### config.mk
export PLATFORM = sky130hd
export DESIGN_NAME = keypad_scan_ctrl_flat
export DESIGN_NICKNAME = d
export VERILOG_FILES = /design/src/rtl/keypad_pkg.sv /design/src/rtl/keypad_scan_ctrl_if.sv /design/src/rtl/sync_2ff.sv /design/src/rtl/keypad_scan_ctrl.sv /design/src/flat_wrapper.sv
export SDC_FILE = /design/constraint.sdc
export NUM_CORES = 1
export LEC_CHECK = 0
export ABC_AREA = 1
export BUFFER_PORTS_ARGS = -buffer_cell sky130_fd_sc_hd__buf_2
export CORE_MARGIN = 3
export CORE_UTILIZATION = 50
export DETAILED_ROUTE_END_ITERATION = 10
export MAX_ROUTING_LAYER = met4
export PLACE_DENSITY_LB_ADDON = 0.3
export SLEW_MARGIN = 5
export SYNTH_ARGS = -nofsm -noshare
export SYNTH_HDL_FRONTEND = slang
export SYNTH_SLANG_ARGS = --single-unit
### constraint.sdc
create_clock -name clk -period 3.07 [get_ports clk]
set_clock_uncertainty 0.15 [all_clocks]
set_input_delay 0.1535 -clock clk [delete_from_list [all_inputs] [get_ports clk]]
set_output_delay 0.1535 -clock clk [all_outputs]
set_load 0.01 [all_outputs]
### src/rtl/keypad_pkg.sv
// Shared types and widths for the 4x4 keypad scan controller.
package keypad_pkg;

    localparam int COL_W = 2;
    localparam int ROW_W = 2;
    localparam int KEY_W = 4;

    typedef enum logic [1:0] {
        SCAN    = 2'd0,
        CONFIRM = 2'd1,
        PRESS   = 2'd2,
        RELEASE = 2'd3
    } state_t;

    // Key codes are {column, row}, matching the decoder/encoder pin order.
    function automatic logic [KEY_W-1:0] pack_key(input logic [COL_W-1:0] col,
                                                  input logic [ROW_W-1:0] row);
        return {col, row};
    endfunction

endpackage

### src/rtl/keypad_scan_ctrl_if.sv
// Key handoff from the scan controller to the keyboard-to-BCD stage.
interface keypad_scan_ctrl_if;
    import keypad_pkg::*;

    logic [KEY_W-1:0] key_code;
    logic             key_valid;
    logic             key_ready;

    modport master (output key_code, output key_valid, input key_ready);
    modport slave  (input key_code, input key_valid, output key_ready);

endinterface

### src/rtl/sync_2ff.sv
// Two-flop synchronizer for signals arriving from outside the clk domain.
module sync_2ff #(
    parameter int WIDTH = 1
) (
    input  logic             clk,
    input  logic             rst_n,
    input  logic [WIDTH-1:0] d,
    output logic [WIDTH-1:0] q
);

    logic [WIDTH-1:0] meta_reg;
    logic [WIDTH-1:0] sync_reg;

    always_ff @(posedge clk or negedge rst_n) begin
        if (!rst_n) begin
            meta_reg <= '0;
            sync_reg <= '0;
        end else begin
            meta_reg <= d;
            sync_reg <= meta_reg;
        end
    end

    assign q = sync_reg;

endmodule

### src/rtl/keypad_scan_ctrl.sv
// Column scanning, debounce and one-code-per-press handoff for the 4x4 keypad.
module keypad_scan_ctrl
    import keypad_pkg::*;
#(
    parameter int SCAN_DIV = 1000,
    parameter int DEBOUNCE = 4
) (
    input  logic                 clk,
    input  logic                 rst_n,
    output logic [COL_W-1:0]     col_sel,
    input  logic [ROW_W-1:0]     row_code,
    input  logic                 row_hit,
    keypad_scan_ctrl_if.master   key_if
);

    localparam int         DW  = (SCAN_DIV > 1) ? $clog2(SCAN_DIV) : 1;
    localparam logic [3:0] DEB = 4'(DEBOUNCE);

    logic [ROW_W-1:0] rc_s;
    logic             rh_s;

    sync_2ff #(.WIDTH(ROW_W + 1)) u_sync (
        .clk   (clk),
        .rst_n (rst_n),
        .d     ({row_hit, row_code}),
        .q     ({rh_s, rc_s})
    );

    state_t           state_reg, state_next;
    logic [DW-1:0]    dcnt_reg, dcnt_next;
    logic [3:0]       bcnt_reg, bcnt_next;
    logic [COL_W-1:0] col_reg, col_next;
    logic [KEY_W-1:0] cand_reg, cand_next;
    logic [KEY_W-1:0] code_reg, code_next;
    logic             valid_reg, valid_next;
    logic             sample;
    logic [3:0]       bcnt_inc;

    // The dwell counter free-runs in every state so sample points keep a fixed phase.
    assign sample   = (dcnt_reg == DW'(SCAN_DIV - 1));
    assign bcnt_inc = bcnt_reg + 1'b1;

    always_comb begin
        state_next = state_reg;
        col_next   = col_reg;
        cand_next  = cand_reg;
        bcnt_next  = bcnt_reg;
        code_next  = code_reg;
        valid_next = valid_reg;
        dcnt_next  = sample ? '0 : dcnt_reg + 1'b1;

        case (state_reg)
            SCAN: begin
                if (sample) begin
                    if (rh_s) begin
                        cand_next  = pack_key(col_reg, rc_s);
                        bcnt_next  = '0;
                        state_next = CONFIRM;
                    end else begin
                        col_next = col_reg + 1'b1;
                    end
                end
            end
            CONFIRM: begin
                if (sample) begin
                    if (rh_s && (rc_s == cand_reg[ROW_W-1:0])) begin
                        bcnt_next = bcnt_inc;
                        if (bcnt_inc == DEB) begin
                            code_next  = cand_reg;
                            valid_next = 1'b1;
                            state_next = PRESS;
                        end
                    end else begin
                        state_next = SCAN;
                        col_next   = col_reg + 1'b1;
                    end
                end
            end
            PRESS: begin
                // A release while waiting here is ignored; the key is already owed downstream.
                if (key_if.key_ready) begin
                    valid_next = 1'b0;
                    bcnt_next  = '0;
                    state_next = RELEASE;
                end
            end
            RELEASE: begin
                if (sample) begin
                    if (!rh_s) begin
                        bcnt_next = bcnt_inc;
                        if (bcnt_inc == DEB) begin
                            state_next = SCAN;
                            col_next   = col_reg + 1'b1;
                        end
                    end else begin
                        bcnt_next = '0;
                    end
                end
            end
            default: state_next = SCAN;
        endcase
    end

    always_ff @(posedge clk or negedge rst_n) begin
        if (!rst_n) begin
            state_reg <= SCAN;
            dcnt_reg  <= '0;
            bcnt_reg  <= '0;
            col_reg   <= '0;
            cand_reg  <= '0;
            code_reg  <= '0;
            valid_reg <= 1'b0;
        end else begin
            state_reg <= state_next;
            dcnt_reg  <= dcnt_next;
            bcnt_reg  <= bcnt_next;
            col_reg   <= col_next;
            cand_reg  <= cand_next;
            code_reg  <= code_next;
            valid_reg <= valid_next;
        end
    end

    assign col_sel          = col_reg;
    assign key_if.key_code  = code_reg;
    assign key_if.key_valid = valid_reg;

endmodule

### src/flat_wrapper.sv
// flat-port wrapper written by rule: the top's interface ports become plain ports
module keypad_scan_ctrl_flat import keypad_pkg::*;
#(
    parameter int SCAN_DIV = 1000,
    parameter int DEBOUNCE = 4
)
  (clk, rst_n, col_sel, row_code, row_hit, key_if_key_code, key_if_key_valid, key_if_key_ready);
  keypad_scan_ctrl_if key_if_i ();
  input  logic clk;
  input  logic rst_n;
  output logic [COL_W-1:0] col_sel;
  input  logic [ROW_W-1:0] row_code;
  input  logic row_hit;
  output wire logic [$bits(key_if_i.key_code)-1:0] key_if_key_code;
  output wire logic [$bits(key_if_i.key_valid)-1:0] key_if_key_valid;
  input wire logic [$bits(key_if_i.key_ready)-1:0] key_if_key_ready;
  assign key_if_key_code = key_if_i.key_code;
  assign key_if_key_valid = key_if_i.key_valid;
  assign key_if_i.key_ready = key_if_key_ready;
  keypad_scan_ctrl #(.SCAN_DIV(SCAN_DIV), .DEBOUNCE(DEBOUNCE)) u_core (.clk(clk), .rst_n(rst_n), .col_sel(col_sel), .row_code(row_code), .row_hit(row_hit), .key_if(key_if_i));
endmodule
==> qor.csv <==
metric,value,unit
portBuffers,12,
max-clock-path-buffers,2,
netlist_instances,177,
synth.distinct_cells,25,
ios,13,
largest_reg_flops,10,
clkLatencyLatePin,330,ps
critPathRequiredTime,3140,ps
grt_pass1_vias,1160,
antenna_found_initial,0,
vias,1169,
routabilityCongestion,0.874,
grt.overflow.total,0,
cts_root_buf,clkbuf_4,
numCtsBuffers,5,
criticalPathCategory,reg -> reg,
tritoncts,done,
holdCritPathClass,in -> reg,
yosysSeqAreaShare,52.0,%
ys_ff_latch,33,
grt_pass1_wl,4.63,mm
drtIter0Drc,25,
power_leakage,0.899,nW
syn-cell-area,1590,sq um
fin_crit_sh,55.2,%
syn_avg_cell_area,8.98,sq um
drc,0,
power.density,437,nW/um^2
crit_arrival,1760,ps
power.total,0.799,mW
via_per_inst,4.81,
cts.repair.resized,0,
initial_core_util,54.8,%
start_kind,flop,
max_cap_viol_count,0,
final_cells,243,
dp_hpwl,2.03,mm
area_growth,15.0,%
htree_levels,2,
path_clk_slew,100,ps
drive_gt1_share,21.9,%
setup-violations-final,0,
first_pass_iters,5,
dieArea,3890,sq um
max-slew-margin-rel,53.3,%
tightest_slew,701,ps
placed_cells,231,
finalSetupTns,0,ps
num_rows,19,
cts_sinks,33,
crit_fanout,4,
wl_per_cell,11.1,um
track_usage,15.7,%
rsz0062_at_grt,false,
drv_slew,0,
status,"finished, final reports clean",
cts_setup_buffers,0,
antenna_left,0,
critPathCaptureType,flop,
num_antenna_cells,0,
cts_hold_buf,4,
nets,208,
r2r_slack,1370,ps
core,2900,sq um
die_y,62.4,um
fmax,590,MHz
routed_wl,2.69,mm
ir_drop,0.257,mV
min_period,1700,ps
grt_max_degree,34,
die_w,62.4,um
synth_warnings,0,
synthesis.nets,185,
finalHoldViolCount,0,
[worst max-delay path, cell delays in order, from the launching register on]
cell and delay [ps]:
dfrtp_1 400, ha_1 160, inv_1 50, nor2_1 120, inv_1 80, nor2_2 170, nor2_1 80, nor2_2 130
nand3_2 90, and2_1 160
[layer usage]
layer	vias up	track usage (%)	part of all wire, %
li1	607	-	-
met1	535	16.9	45
met2	20	26.5	49
met3	7	4.50	3.5
met4	0	7.71	2.0
met5	-	-	0
[placed cells by master, fill, tap and decap left out, drive strengths merged]
master / instances
xor2: 3
or2: 1
inv: 26
xnor2: 2
and2: 1
nor3: 3
o21ai: 13
ha: 2
a21oi: 9
or3: 1
dfrtp: 33
o21bai: 1
buf: 12
clkbuf: 7
bufinv: 1
nand2: 41
nand3: 17
nand4: 2
dlygate4sd3: 4
nor2: 22
[cell type report]
type	instances	area (sq um)
multi-input combinational	118	666
inverter	26	97.6
clock buffer	7	55.1
fill	266	1070
timing repair buffer	16	100
tap	42	52.6
clock inverter	1	30.0
sequential	33	826
[final timing paths]
check / start / to / cells after the start
worst max-delay path: u_core.bcnt_reg[1] / u_core.state_reg[0] / 9
worst min-delay path: key_if_key_ready / u_core.key_if.key_valid / 4
worst max register to register: u_core.bcnt_reg[1] / u_core.state_reg[0] / 9
worst min register to register: u_core.u_sync.meta_reg[0] / u_core.u_sync.q[0] / 0
max in group asynchronous: rst_n / u_core.dcnt_reg[0] / 2
min in group asynchronous: rst_n / u_core.dcnt_reg[8] / 2
[synthesized netlist by cell type]
cell type | instances | share of area, %
nor2_2 | 5 | 2.0
nand3_2 | 2 | 1.3
nand2_2 | 4 | 1.6
nor2_4 | 3 | 2.1
a21oi_1 | 8 | 2.5
nor3_1 | 3 | 0.94
nand3_4 | 3 | 3.3
nor2_1 | 14 | 3.3
o21bai_1 | 1 | 0.47
a21oi_2 | 1 | 0.55
nand4_1 | 2 | 0.79
inv_2 | 5 | 1.2
nand2_1 | 35 | 8.3
o21ai_0 | 4 | 1.3
inv_1 | 21 | 5.0
or3_1 | 1 | 0.39
o21ai_1 | 9 | 2.8
or2_1 | 1 | 0.39
ha_1 | 2 | 1.6
dfrtp_1 | 33 | 52
xnor2_1 | 2 | 1.1
xor2_1 | 3 | 1.7
nand2_4 | 2 | 1.4
and2_1 | 1 | 0.39
nand3_1 | 12 | 3.8
[through the flow]
step                      util [%]  setup slack (ps)  area [sq um]  hold slack, ps
after floorplan                  -              1510          1590            -292
after global placement        58.7              1480          1700            90.5
after detailed placement      58.7              1410          1700            97.5
after CTS                     63.0              1380          1830            23.7
after global routing          63.0              1180          1830            59.9
final                         63.0              1370          1830            23.0
[cells by family (layout without fill, tap and decap cells)]
| kind of cell | count (synthesis) | count (layout) | synth area share [%] |
|---|---|---|---|
| and+or+nand+nor | 88 | 88 | 29.9 |
| adders and majority gates | 2 | 2 | 1.57 |
| buffers and inverters | 26 | 50 | 6.14 |
| AOI/OAI and AO/OA | 23 | 23 | 7.64 |
| xor gates and xnor gates | 5 | 5 | 2.76 |
| DFF | 33 | 33 | 52.0 |
[report_power, final]
| part | switching [mW] | internal (mW) |
|---|---|---|
| logic | 0.0139 | 0.00826 |
| clock network | 0.141 | 0.194 |
| registers | 0.00294 | 0.439 |
Power figures use the tool's default switching activity.
